[src/rtl/sobel_pkg.sv]
// Shared types and constants for the Sobel row engine.
// The state enum, kernel weights and gradient width helper live here.
package sobel_pkg;

  typedef enum logic [1:0] {
    ST_EMPTY  = 2'd0,
    ST_ONE    = 2'd1,
    ST_STREAM = 2'd2
  } sobel_state_t;

  localparam int K_EDGE = 1;
  localparam int K_MID  = 2;

  function automatic int grad_w(input int pix_w);
    return pix_w + 3;
  endfunction

endpackage

[src/rtl/sobel_col_kernel.sv]
// 3x3 Sobel kernel on one column window; purely combinational.
// Y kernel is compiled in only when SOBEL_Y_EN is defined.
module sobel_col_kernel
  import sobel_pkg::*;
#(
  parameter int PIX_W = 8
) (
  input  logic [PIX_W-1:0]        c0 [3],
  input  logic [PIX_W-1:0]        c1 [3],
  input  logic [PIX_W-1:0]        c2 [3],
  output logic signed [PIX_W+2:0] gx,
  output logic signed [PIX_W+2:0] gy
);

  localparam int GW = grad_w(PIX_W);

  localparam logic signed [GW-1:0] KE = GW'(K_EDGE);
  localparam logic signed [GW-1:0] KM = GW'(K_MID);

  function automatic logic signed [GW-1:0] px(
    input logic [PIX_W-1:0] p
  );
    return $signed({3'b000, p});
  endfunction

  assign gx = KE * (px(c0[2]) - px(c0[0]))
            + KM * (px(c1[2]) - px(c1[0]))
            + KE * (px(c2[2]) - px(c2[0]));

  logic unused_mid;

`ifdef SOBEL_Y_EN
  assign gy = (KE * px(c2[0]) + KM * px(c2[1]) + KE * px(c2[2]))
            - (KE * px(c0[0]) + KM * px(c0[1]) + KE * px(c0[2]));
  assign unused_mid = ^c1[1];
`else
  assign gy = '0;
  assign unused_mid = ^{c0[1], c1[1], c2[1]};
`endif

endmodule

[src/rtl/sobel_row_engine.sv]
// Streaming row-parallel Sobel engine with two-row history.
// Define SOBEL_Y_EN to build the vertical gradient path.
module sobel_row_engine
  import sobel_pkg::*;
#(
  parameter int COLS  = 3,
  parameter int PIX_W = 8,
  parameter int ROW_W = 10
) (
  input  logic                    clk,
  input  logic                    rst_n,
  input  logic                    in_valid,
  output logic                    in_ready,
  input  logic                    in_sof,
  input  logic [PIX_W-1:0]        in_row [COLS],
  output logic                    out_valid,
  input  logic                    out_ready,
  output logic signed [PIX_W+2:0] out_gx [COLS-2],
  output logic signed [PIX_W+2:0] out_gy [COLS-2],
  output logic [ROW_W-1:0]        out_row
);

  sobel_state_t state;

  logic [PIX_W-1:0]        r0 [COLS];
  logic [PIX_W-1:0]        r1 [COLS];
  logic signed [PIX_W+2:0] k_gx [COLS-2];
  logic signed [PIX_W+2:0] k_gy [COLS-2];
  logic [ROW_W-1:0]        row_cnt;
  logic [ROW_W-1:0]        row_nxt;
  logic                    accept;
  logic                    restart;
  logic                    load;

  assign in_ready = !out_valid || out_ready;
  assign accept   = in_valid && in_ready;
  // A row in EMPTY starts a frame even without in_sof.
  assign restart  = accept && (in_sof || state == ST_EMPTY);
  assign load     = accept && !restart && state == ST_STREAM;
  assign row_nxt  = (row_cnt == '1) ? row_cnt : row_cnt + 1'b1;

  for (genvar j = 0; j < COLS-2; j++) begin : g_col
    logic [PIX_W-1:0] w0 [3];
    logic [PIX_W-1:0] w1 [3];
    logic [PIX_W-1:0] w2 [3];
    for (genvar k = 0; k < 3; k++) begin : g_tap
      assign w0[k] = r0[j+k];
      assign w1[k] = r1[j+k];
      assign w2[k] = in_row[j+k];
    end
    sobel_col_kernel #(
      .PIX_W(PIX_W)
    ) u_kernel (
      .c0(w0),
      .c1(w1),
      .c2(w2),
      .gx(k_gx[j]),
      .gy(k_gy[j])
    );
  end

  always_ff @(posedge clk) begin
    if (!rst_n) begin
      state   <= ST_EMPTY;
      row_cnt <= '0;
    end else if (accept) begin
      unique case (1'b1)
        restart: begin
          state   <= ST_ONE;
          row_cnt <= '0;
        end
        load:    row_cnt <= row_nxt;
        default: state <= ST_STREAM;
      endcase
    end
  end

  always_ff @(posedge clk) begin
    if (!rst_n) begin
      for (int i = 0; i < COLS; i++) begin
        r0[i] <= '0;
        r1[i] <= '0;
      end
    end else if (accept) begin
      for (int i = 0; i < COLS; i++) begin
        r0[i] <= restart ? '0 : r1[i];
        r1[i] <= in_row[i];
      end
    end
  end

  always_ff @(posedge clk) begin
    if (!rst_n) begin
      out_valid <= 1'b0;
      out_row   <= '0;
      for (int j = 0; j < COLS-2; j++) begin
        out_gx[j] <= '0;
        out_gy[j] <= '0;
      end
    end else if (load) begin
      out_valid <= 1'b1;
      out_row   <= row_nxt;
      for (int j = 0; j < COLS-2; j++) begin
        out_gx[j] <= k_gx[j];
        out_gy[j] <= k_gy[j];
      end
    end else if (out_ready) begin
      out_valid <= 1'b0;
    end
  end

endmodule

[config.mk]
export PLATFORM = sky130hd
export DESIGN_NAME = sobel_row_engine
export DESIGN_NICKNAME = d
export VERILOG_FILES = /design/src/rtl/sobel_pkg.sv /design/src/rtl/sobel_col_kernel.sv /design/src/rtl/sobel_row_engine.sv
export SDC_FILE = /design/constraint.sdc
export NUM_CORES = 1
export LEC_CHECK = 0
export CAP_MARGIN = 10
export CORE_MARGIN = 3
export CORE_UTILIZATION = 60
export DETAILED_ROUTE_END_ITERATION = 12
export PLACE_DENSITY = 0.88
export SLEW_MARGIN = 5
export SYNTH_ARGS = -nofsm -noshare
export SYNTH_HDL_FRONTEND = slang
export SYNTH_SLANG_ARGS = --single-unit
[constraint.sdc]
create_clock -name clk -period 5.76 [get_ports clk]
set_input_delay 1.152 -clock clk [delete_from_list [all_inputs] [get_ports clk]]
set_output_delay 1.152 -clock clk [all_outputs]
set_load 0.02 [all_outputs]
* After elaboration in Yosys (flattened, before gate mapping) *
Memories as Yosys holds them, arrays and structs flattened.
Cells that the tools add are included.

cells by class
  $add $sub $neg = 6
  equality and inequality tests = 2
  multiplexer cells = 18
  bitwise gates (word level) = 7
  reductions and logical operators = 13

operators by type and width
  cell                                                              count
  8-bit 2-to-1 mux                                                  9
  8-bit by 8-bit subtractor with 9-bit output                       3
  11-bit adder                                                      2
  10-bit case mux with 2 select lines                               1
  10-bit by 1-bit adder with 10-bit output (second input constant)  1
  10-bit == test (second input constant)                            1
  10-bit 2-to-1 mux                                                 1
  1-bit 2-to-1 mux                                                  6
  1-bit bitwise OR                                                  6
  1-bit logical AND                                                 4
  2-bit case mux with 2 select lines                                1
  2-bit AND reduction                                               2
  2-bit nonzero test                                                2
  2-bit == test (second input constant)                             1
  1-bit zero test                                                   2
  2-bit zero test                                                   1
  1-bit logical OR                                                  2
  1-bit inverter                                                    1

storage, ports and cells
  register bits = 34
  RAM bits = 48
  bits of input ports = 29
  output and inout bits = 34
  logic and storage cells = 53
  memories kept = 2

memory list
  memory  depth  width  rd ports  clocked after Yosys merged registers in  wr ports  line                    text
  r0      3      8      2         0                                        3         sobel_row_engine.sv:25  logic [PIX_W-1:0] r0 [COLS];
  r1      3      8      3         0                                        3         sobel_row_engine.sv:26  logic [PIX_W-1:0] r1 [COLS];

* Longest topological paths before layout *
Gate-level depths: netlist of the first run.

  depth after elaboration = 9
  mapped depth = 17

* Cells and area by module *
From an unflattened synthesis of the first run, not the netlist that was laid out.

unflattened totals
  cells, all modules = 557
  area total of the unflattened synthesis = 5416.4 um^2

modules (own cells, without submodules)
  module            times used  cells an instance  area each (um^2)
  sobel_row_engine  1           331                3661.0
  sobel_col_kernel  1           226                1755.4

* Least setup slack after synthesis of the first run *
OpenSTA, ideal clock, no wires.

  kind = input to register
  start = in in_row[0] (netlist name)
  end = reg out_gx[8] (netlist name)
  arrival time = 4.177 ns
  path slack = 1.523 ns
  stages = 16
  buffers on the path = 0
  cell sequence = inv_1 ha_1 inv_2 fa_1 a21o_1 a21oi_1 o21ai_0 nor2_1 xor2_1 fa_1 inv_1 ha_1 a21o_1 or4_1 a31oi_1 o221a_1

on the way
  cells in the longest elaborated chain, start to end = 2

RTL lines
  what                                         line                     text
  start, declared                              sobel_row_engine.sv:15   input logic [PIX_W-1:0] in_row [COLS],
  8-bit by 8-bit subtractor with 9-bit output  sobel_col_kernel.sv:28   + KE * (px(c2[2]) - px(c2[0]));
  11-bit adder                                 sobel_col_kernel.sv:28
  end signal, assigned by index                sobel_row_engine.sv:104  out_gx[j] <= k_gx[j];
  end, declared                                sobel_row_engine.sv:18   output logic signed [PIX_W+2:0] out_gx [COLS-2],

No other way between the ends.
A chain may end at the register's enable or synchronous reset.

* Final worst setup path of the first run *
  start = in in_row[16] (netlist name)
  end = reg out_gx[8] (netlist name)

Same word-level chain as after synthesis.

==> results of run 1 <==
[per-layer routing]
layer  GRT usage, %  routed length [um]  vias up
met1           30.1                4070     1734
met3           5.63                 552       19
li1               -                   -     1726
met2           39.1                4710      139
met4           8.79                 129        0
met5              0                   0        -
[synthesized netlist by cell type, types with 2 or more instances]
library cell  instances  area [um2]
a211oi_1              6        45.0
a21o_1                8        60.1
a21oi_1              29         145
a21oi_2               2        17.5
a31o_2                3        26.3
a31oi_1               6        37.5
a41o_1                2        20.0
and2_1               18         113
and3_1                4        25.0
buf_2                10        50.1
buf_4                12        90.1
clkbuf_1              5        18.8
dfxtp_1              34         681
edfxtp_1             32         961
fa_1                 13         260
ha_1                 35         438
inv_1                50         188
inv_2                 2        7.51
mux2i_1               2        20.0
nand2_1              29         109
nand2b_1              4        25.0
nand3_1              16        80.1
nand4_1               3        18.8
nor2_1               39         146
nor2b_1               3        18.8
nor3_1               26         130
nor3_2                2        20.0
nor4_1                3        18.8
o211ai_1              3        22.5
o21ai_0              21         105
o21ai_1               7        35.0
or2_2                 2        12.5
or3_1                 3        18.8
or4_1                 2        15.0
xnor2_1              13         114
xor2_1               12         105
[cells by family after synthesis]
group	Yosys count	synth area share, %
simple gates	159	18.4
buf+inv	80	8.19
flops	66	37.6
fa+ha+maj	48	16.0
other cells	1	0.0858
mux	2	0.458
xor+xnor	25	5.01
compound gates	99	14.3
[worst max-delay path: cells and delay by family]
kind	cells	cell delay (ps)
compound gates	6	1370
fa+ha+maj	4	1290
buf+inv	3	620
simple gates	3	370
xor+xnor	1	260
[sequential cells by signal (all words and copies together) (netlist names)]
signal / cells
out_gx: 11
out_row: 10
out_valid: 1
r0: 16
r1: 16
row_cnt: 10
state: 2
[cell usage in the layout (no fill, tap or decap), types with 6 or more instances in the layout]
master	count
nand2_1	29
a211oi_1	6
o21ai_0	21
ha_1	35
dfxtp_1	34
nor2_1	39
and2_1	18
xor2_1	12
a21oi_1	29
fa_1	13
nor3_1	26
o21ai_1	7
conb_1	11
nand3_1	16
xnor2_1	13
inv_1	50
clkbuf_8	10
a31oi_1	6
a21o_1	8
clkdlybuf4s50_1	43
edfxtp_1	32
[final cells by class]
class / count / area, um2
tap: 96 / 120
multi-input combinational: 344 / 2410
sequential: 66 / 1640
timing repair buffer: 46 / 453
fill: 521 / 1910
clock buffer: 12 / 188
inverter: 53 / 199
clock inverter: 4 / 28.8
[stage by stage]
stage / worst slack (ps) / instance area [um2]
CTS: 1040 / 5040
global placement: 727 / 4820
global route: 827 / 5040
floorplan: 1520 / 4410
detailed placement: 684 / 4820
finish: 944 / 5040
[where the power goes]
| part | internal [uW] | switching (uW) | total (uW) |
|---|---|---|---|
| Sequential | 510 | 7.89 | 517 |
| Clock | 221 | 189 | 410 |
| Combinational | 298 | 448 | 746 |
| Total | 1030 | 644 | 1670 |
[worst max-delay path by stage]
stage          startpoint         end  slack (ps)  cells past startpoint
2_1_floorplan   in_row[0]   out_gx[8]        1520                     16
3_3_place_gp   in_row[16]   out_gx[8]         730                     17
3_5_place_dp   in_row[16]   out_gx[8]         680                     17
4_1_cts        in_row[16]   out_gx[8]        1040                     17
5_1_grt        in_row[16]  out_gx[10]         830                     17
6_report       in_row[16]   out_gx[8]         940                     17
==> run metrics, run 1 <==
GRT Resource Usage Total a little under a quarter; Leak 0.00212 uW; Worst Path Required 6010 ps; vias in the first global route about 3500; TritonCTS clock tree built; routed vias/inst 5.83; RSZ-0062 raised after global routing no; hold path depth 2; Peak VDD IR 0.000216 V; initial antenna violation count 0; min Tclk post-route 4820 ps; # resized after CTS 0; CP cell instances clkdlybuf4s50_1, ha_1, inv_2, fa_1, a21o_1, a21oi_1, o21ai_0, nor2_1, xor2_1, fa_1, inv_1, ha_1, nand2_1, nor2_1, a2111oi_0, a31oi_1, o221a_1; First-pass DRT Iterations 5; WP data arrival 5060 ps; #FFs+latches synth 66; # diodes 0; Seq/Total Area, Yosys 37.6%; Worst Path Max Fanout 4; # setup viols final 0; Crit Reg-Reg Endpoint out_gx[8]; Clock Root Buffer clkbuf_8; status finished, final reports clean; H-tree level count 3; total die area 0.00834 mm2; synthesized area 0.00437 mm2; placed cells 605; Reg2Reg Depth 15; Post-Syn Instances 480; worst-margin pin slew 1030 ps; nets between 500 and 600; Hold EP out_gx[1]; Core Area 0.00694 mm2; FF-to-FF Start r1[0][16]; final number of max-transition violations 0; Detailed Route WL 9460 um; drt drc 0; Max Buffers Root-to-Sink 2; Setup Buffers After CTS 0; crit start category input port; Clock Latency Late Sink 350 ps; setup tns final 0 ps; EDFF count, synth 32; Post-Route Utilization 72.6%; hold_buf cts 0; Fin. Hold Viols 0; PnR Total Power around 1700 uW; relative slew slack 31.5%; ANT nets after route 0; r2r setup slk around 1900 ps; detailed placement HPWL 6990 um; Initial Util a little over three fifths; largest net degree at the start of global routing 33; grt ovf 0; Clock Skew around 16 ps; WHS 461 ps; CTS Sinks 66; Slowest cell on crit path clkdlybuf4s50_1; Die Wd 91.3 um; max-cap violation count 0; fmax 208 MHz; Reg clk slew, reported paths approximately 80 ps; post-synthesis async set-or-reset flop share 0%; predominant post-synthesis flop cell dfxtp_1; worst hold path class flip-flop to flip-flop; DIE HEIGHT a little over 90 um; Initial DRC Count 194; Pwr per Cell Area 332 mW/mm2; synth unique cells 55; Num CTS Buffers 9; Layout area overhead 15.3%; first-pass GRT wire length 15800 um; Hold Startpoint out_gx[1]; gp weighted congestion ~0.92; WL per Instance 15.2 um; io pins 63; Cell Rows 30; fin crit share 83.6%; CP Capture Type flip-flop; layout cell share with drive strength beyond 1 6.48%; Port Buf Inserts 43; via count 3618; Syn. warnings 0; max incr delay on CP 500 ps; Setup CP Type input port to flip-flop; syn_area_per_cell 9.11 um2; Layout Cells excl Fill between 600 and 700
No activity file was read; power rests on OpenSTA's default activity.
==> run 2, diff against run 1 <==
CORE_UTILIZATION = 50   (was 60)
PLACE_DENSITY = 0.78   (was 0.88)
clock period = 4.3 ns   (was 5.76 ns; I/O delays follow)
==> run 2 against run 1 <==
Count of clock-buffer cells in the layout rose by 1. Critical path depth fell by 1. Sequential power is 34% higher. Wire length up 6.4%. Sequential share of layout area fell by 1.7 points. Global-route usage shrank 2.5 points. Non-clock buffer count rose by 25. Register-to-register slack got worse by 1400 ps. Cell area rose by 5.3%. Setup slack got worse by 760 ps. Utilization is 8.9 points lower. Critical path type unchanged.
==> run metrics, run 2 (synthesis results as in run 1) <==
Peak VDD IR 0.000303 V (was 0.000216 V); Max Used Layer met4 (unchanged); RSZ-0062 raised after global routing no (unchanged); Num CTS Buffers 9 (unchanged); Die Wd 99.5 um (was 91.3 um); hold_buf cts 0 (unchanged); Final Cell Area 0.00531 mm2 (was 0.00504 mm2); DIE HEIGHT 99.5 um (was 91.3 um); Sw Pwr 908 uW (was 644 uW); via count 3645 (was 3618); status finished, final reports clean (unchanged); CP Capture Type flip-flop (unchanged); hold path depth 2 (unchanged); drt drc 0 (unchanged); cell area after placement 0.00502 mm2 (was 0.00482 mm2); Initial Util 52.4% (was 62.9%); WP data arrival 4420 ps (was 5060 ps); total die area 0.00990 mm2 (was 0.00834 mm2); io pins 63 (unchanged); Max Buffers Root-to-Sink 2 (unchanged); Hold EP out_row[0] (was out_gx[1]); Cell Rows 33 (was 30); Port Buf Inserts 43 (unchanged); Slowest cell on crit path fa_1 (was clkdlybuf4s50_1); commonest cells after routing, fill and taps aside 50 x inv_1, 43 x clkdlybuf4s50_1, 38 x nor2_1 (was 50 x inv_1, 43 x clkdlybuf4s50_1, 39 x nor2_1); routed vias/inst 5.56 (was 5.83); WL per Instance 15.4 um (was 15.2 um); fmax 243 MHz; GRT Resource Usage Total 21.1% (was 23.7%); TritonCTS clock tree built (unchanged); Clock Skew 8.18 ps (was 15.5 ps); Layout Cells excl Fill 655 (was 621); largest registers r0 (16), r1 (16), out_gx (11) (unchanged); Worst Path Required 4600 ps (was 6010 ps); r2r setup slk 550 ps (was 1920 ps); Reg2Reg Depth 16 (was 15); relative slew slack 55.9% (was 31.5%); Leak 0.00225 uW (was 0.00212 uW); Comb power frac 49.4% (was 44.6%); fillcell total 713 (was 521); Initial DRC Count 175 (was 194); worst-margin pin slew 659 ps (was 1030 ps); initial antenna violation count 0 (unchanged); CTS Sinks 66 (unchanged); FF-to-FF Start r0[2][0] (was r1[0][16]); # diodes 0 (unchanged); grt ovf 0 (unchanged); Clock Latency Late Sink 360 ps (was 350 ps); placed cells 639 (was 605); Met1 Wirelength 4370 um (was 4070 um); Layout area overhead 21.4% (was 15.3%); part of the power in registers 28.3% (was 30.9%); vias in the first global route 3561 (was 3480); Core Area 0.00834 mm2 (was 0.00694 mm2); Worst Path Max Fanout 2 (was 4); gp weighted congestion 0.919 (was 0.920); Internal 1540 uW (was 1030 uW); nets 622 (was 597); Detailed Route WL 10100 um (was 9460 um); DR WL met2 5030 um (was 4710 um); largest net degree at the start of global routing 33 (unchanged); final number of max-transition violations 0 (unchanged); Hold Startpoint out_row[0] (was out_gx[1]); crit start category input port (unchanged); routed length on met3 506 um (was 552 um); max incr delay on CP 490 ps (was 500 ps); ANT nets after route 0 (unchanged); Pwr per Cell Area 462 mW/mm2 (was 332 mW/mm2); switch share 37.1% (was 38.5%); Reg clk slew, reported paths 70 ps (was 80 ps); clock share of power 22.3% (was 24.5%); Crit Reg-Reg Endpoint out_gx[8] (unchanged); Fin. Hold Viols 0 (unchanged); commonest non-fill, non-tap cell in the layout inv_1 (unchanged); layout cell share with drive strength beyond 1 12.5% (was 6.48%); # setup viols final 0 (unchanged); Clock Root Buffer clkbuf_8 (unchanged); worst hold path class flip-flop to flip-flop (unchanged); setup tns final 0 ps (unchanged); first-pass GRT wire length 16700 um (was 15800 um); First-pass DRT Iterations 5 (unchanged); fin crit share 95.8%; H-tree level count 3 (unchanged); Setup CP Type input port to flip-flop (unchanged); PnR Total Power 2450 uW (was 1670 uW); detailed placement HPWL 7500 um (was 6990 um); min Tclk post-route 4120 ps; CP cell instances clkdlybuf4s50_1, ha_1, inv_2, fa_1, a21o_1, a21oi_4, o21ai_2, nor2_2, xor2_2, fa_1, inv_1, ha_1, a21o_1, or4_1, a31oi_1, o221a_1 (was clkdlybuf4s50_1, ha_1, inv_2, fa_1, a21o_1, a21oi_1, o21ai_0, nor2_1, xor2_1, fa_1, inv_1, ha_1, nand2_1, nor2_1, a2111oi_0, a31oi_1, o221a_1); max-cap violation count 0 (unchanged)
run 2: changes by cell type in the layout (fill, tap and decap cells not counted), sizes merged:
cell	delta
clkbuf	+1
buf	+25
clkinv	-1
run 2: through the flow:
step / setup WS [ps] / utilization, % / hold slack (ps)
floorplan: 355 / - / 466
global route: 6.64 / 63.6 / 490
finish: 181 / 63.6 / 470
global placement: -266 / 60.2 / 452
CTS: 39.6 / 62.7 / 467
detailed placement: -417 / 60.2 / 456
run 2: what timing repair did:
item                                    4_1_cts  5_1_grt
buffers inserted                              0        0
pin swaps                                     0        5
resized for setup                             1       13
endpoints found under the setup margin        1        5
gates cloned                                  0        0
run 2: cell type report:
cell class | instances | area (um2) | share of cell area (%)
Inverter | 53 | 199 | 3.75
Clock buffer | 13 | 191 | 3.61
Multi-Input combinational cell | 344 | 2490 | 46.9
Timing Repair Buffer | 71 | 641 | 12.1
Clock inverter | 3 | 16.3 | 0.306
Tap cell | 105 | 131 | 2.48
Sequential cell | 66 | 1640 | 30.9
run 2: per-layer routing:
metal / vias to the layer above / GRT usage [%]
met5: - / 0
met4: 0 / 7.25
met3: 17 / 4.28
met2: 109 / 35.2
met1: 1736 / 27.5
li1: 1783 / -
run 2: worst max-delay path by stage:
stage	to	from
2_1_floorplan	out_gx[8]	in_row[0]
3_3_place_gp	out_gx[8]	in_row[16]
3_5_place_dp	out_gx[8]	in_row[16]
4_1_cts	out_gx[8]	in_row[0]
5_1_grt	out_gx[8]	in_row[0]
6_report	out_gx[8]	in_row[16]
run 2: power groups by stage:
stage	Combinational, uW	Clock (uW)	Sequential, uW
2_1_floorplan	756	0	707
3_3_place_gp	1090	0	706
3_5_place_dp	1130	0	707
4_1_cts	1140	551	693
5_1_grt	1370	580	695
6_report	1210	547	693
run 2: worst max-delay path: cells and delay by family:
family	cells	cell delay, ps
buf+inv	3	570
simple gates	2	630
compound gates	6	1020
fa+ha+maj	4	1240
xor+xnor	1	100
==> run 3, diff against run 2 <==
SETUP_SLACK_MARGIN = 0.05   (was not set)
==> run 3 against run 2 <==
Sequential cell count stayed put. Critical path depth is 1 lower. Sequential share of layout area hardly changed. Worst hold slack worse by 0.85 ps. Clock skew up 0.82 ps. Combinational power about the same. Power rose by 0.75%. Die area stayed put. Via count about the same. Maximum frequency fell by 0.10%. Register-to-register slack about the same.
==> run metrics, run 3 (synthesis results as in run 1) <==
Worst Path Required 4590 ps (was 4600 ps); # setup viols final 0 (unchanged); Setup Buffers After CTS 0 (unchanged); Worst Path Max Fanout 3 (was 2); Clock Skew 9.00 ps (was 8.18 ps); r2r setup slk 550 ps (about the same); largest net degree at the start of global routing 33 (unchanged); Core Area 0.00834 mm2 (unchanged); max-cap violation count 0 (unchanged); Clock Root Buffer clkbuf_8 (unchanged); worst hold path class flip-flop to flip-flop (unchanged); Initial Util 52.4% (unchanged); FF-to-FF Start r1[0][0] (was r0[2][0]); Initial DRC Count 187 (was 175); Layout area overhead 21.5% (was 21.4%); switch share 37.1% (about the same); CP cell instances clkdlybuf4s50_1, ha_2, inv_2, buf_4, a21o_1, a41o_1, o41a_1, xnor2_1, fa_1, inv_1, ha_4, a21o_1, or4_1, a31oi_1, o221a_1 (was clkdlybuf4s50_1, ha_1, inv_2, fa_1, a21o_1, a21oi_4, o21ai_2, nor2_2, xor2_2, fa_1, inv_1, ha_1, a21o_1, or4_1, a31oi_1, o221a_1); critical path endpoint out_gx[8] (unchanged); H-tree level count 3 (unchanged); nets 622 (unchanged); Comb power frac 49.9% (was 49.4%); critical path startpoint in_row[16] (unchanged); footprint of the multi-input gates 0.00249 mm2 (about the same); Pwr per Cell Area 465 mW/mm2 (was 462 mW/mm2); Num CTS Buffers 9 (unchanged); most used cell, CP a21o_1; TritonCTS clock tree built (unchanged); Peak VDD IR 0.000294 V (was 0.000303 V); io pins 63 (unchanged); Layout Cells excl Fill 655 (unchanged); Sw Pwr 916 uW (was 908 uW); Port Buf Inserts 43 (unchanged); fin crit share 95.9% (was 95.8%); GRT Resource Usage Total 21.1% (unchanged); Reg clk slew, reported paths 70 ps (about the same); relative slew slack 54.7% (was 55.9%); Post-Route Utilization 63.7% (was 63.6%); routed vias/inst 5.57 (was 5.56); commonest cells after routing, fill and taps aside 50 x inv_1, 43 x clkdlybuf4s50_1, 39 x nor2_1 (was 50 x inv_1, 43 x clkdlybuf4s50_1, 38 x nor2_1); initial antenna violation count 0 (unchanged); WL per Instance 15.4 um (about the same); part of the power in registers 28.1% (was 28.3%); hold_buf cts 0 (unchanged); min Tclk post-route 4120 ps (about the same); setup tns final 0 ps (unchanged); largest registers r0 (16), r1 (16), out_gx (11) (unchanged); detailed placement HPWL 7500 um (unchanged); commonest non-fill, non-tap cell in the layout inv_1 (unchanged); RSZ-0062 raised after global routing yes (was no); fmax 243 MHz (about the same); grt ovf 0 (unchanged); Slowest cell on crit path clkdlybuf4s50_1 (was fa_1); Top delay family on crit path compound AO/OA/AOI/OAI gates (was adder cells); first-pass GRT wire length 16700 um (unchanged); CTS Sinks 66 (unchanged); vias in the first global route 3558 (was 3561); max incr delay on CP 480 ps (was 490 ps); crit start category input port (unchanged); Fin. Hold Viols 0 (unchanged); critical path depth 15 (was 16); via count 3648 (was 3645); Die Wd 99.5 um (unchanged); gp weighted congestion 0.919 (unchanged); Reg area 0.00164 mm2 (unchanged); First-pass DRT Iterations 4 (was 5); Max Buffers Root-to-Sink 2 (unchanged); WP data arrival 4420 ps (about the same); # diodes 0 (unchanged); drt drc 0 (unchanged); fillcell total 718 (was 713); total die area 0.00990 mm2 (unchanged); Cell Rows 33 (unchanged); Leak 0.00224 uW (was 0.00225 uW); status finished, final reports clean (unchanged); Crit Reg-Reg Endpoint out_gx[8] (unchanged); layout cell share with drive strength beyond 1 12.9% (was 12.5%); DIE HEIGHT 99.5 um (unchanged); ANT nets after route 0 (unchanged); CP Capture Type flip-flop (unchanged); Reg2Reg Depth 14 (was 16); Internal 1550 uW (was 1540 uW); clock share of power 22.1% (was 22.3%); final number of max-transition violations 0 (unchanged); Detailed Route WL 10100 um (about the same); Clock Latency Late Sink 350 ps (was 360 ps); WP buf/inv 4 (was 3); worst-margin pin slew 677 ps (was 659 ps); Setup CP Type input port to flip-flop (unchanged); placed cells 639 (unchanged)
## run 3: worst register-to-register path, delay by kind of cell (launching register included)
| family | cells | cell delay [ps] |
|---|---|---|
| flops | 1 | 390 |
| buf+inv | 1 | 70 |
| xor+xnor | 1 | 190 |
| fa+ha+maj | 4 | 1460 |
| compound gates | 5 | 770 |
| simple gates | 3 | 810 |
## run 3: how the worst min path moves through the flow
stage	startpoint	endpoint	slack, ps	depth (start not counted)
floorplan	row_cnt[1]	row_cnt[1]	470	2
global placement	out_row[5]	out_row[5]	450	2
detailed placement	out_gx[2]	out_gx[2]	460	2
CTS	out_gx[2]	out_gx[2]	470	2
global route	out_row[0]	out_row[0]	490	2
finish	out_gx[2]	out_gx[2]	470	2
## run 3: cell type report
class	count	area share, %
well taps	105	2.47
clock inverters	3	0.306
flip-flops and latches	66	30.9
multi-input cells	344	46.9
repair buffers	71	12.1
inverters	53	3.75
clock buffers	13	3.61
## run 3: timing repair
action                     4_1_cts  5_1_grt
pin swaps                        0        9
resized for setup                2       14
gates cloned                     0        0
setup endpoints to repair        3        5
## run 3: stage by stage
stage	power [uW]	cell area [um2]	setup slack (ps)	hold WS, ps
3_5_place_dp	1840	5020	-417	456
6_report	2470	5310	177	469
4_1_cts	2390	5230	65.6	467
2_1_floorplan	1460	4410	355	466
3_3_place_gp	1790	5020	-266	452
5_1_grt	2670	5310	7.11	490
## run 3: metal layers
layer	wire, um	part of all wire (%)	GRT usage [%]
met3	431	4.3	4.28
met4	174	1.7	7.25
met5	0	0	0
met2	5100	50	35.2
met1	4410	44	27.5
## run 3: power by group through the flow
stage	sequential [uW]	clock, uW	combinational (uW)
floorplan	707	0	756
finish	693	545	1230
global route	695	580	1390
global placement	706	0	1090
CTS	693	551	1150
detailed placement	707	0	1130
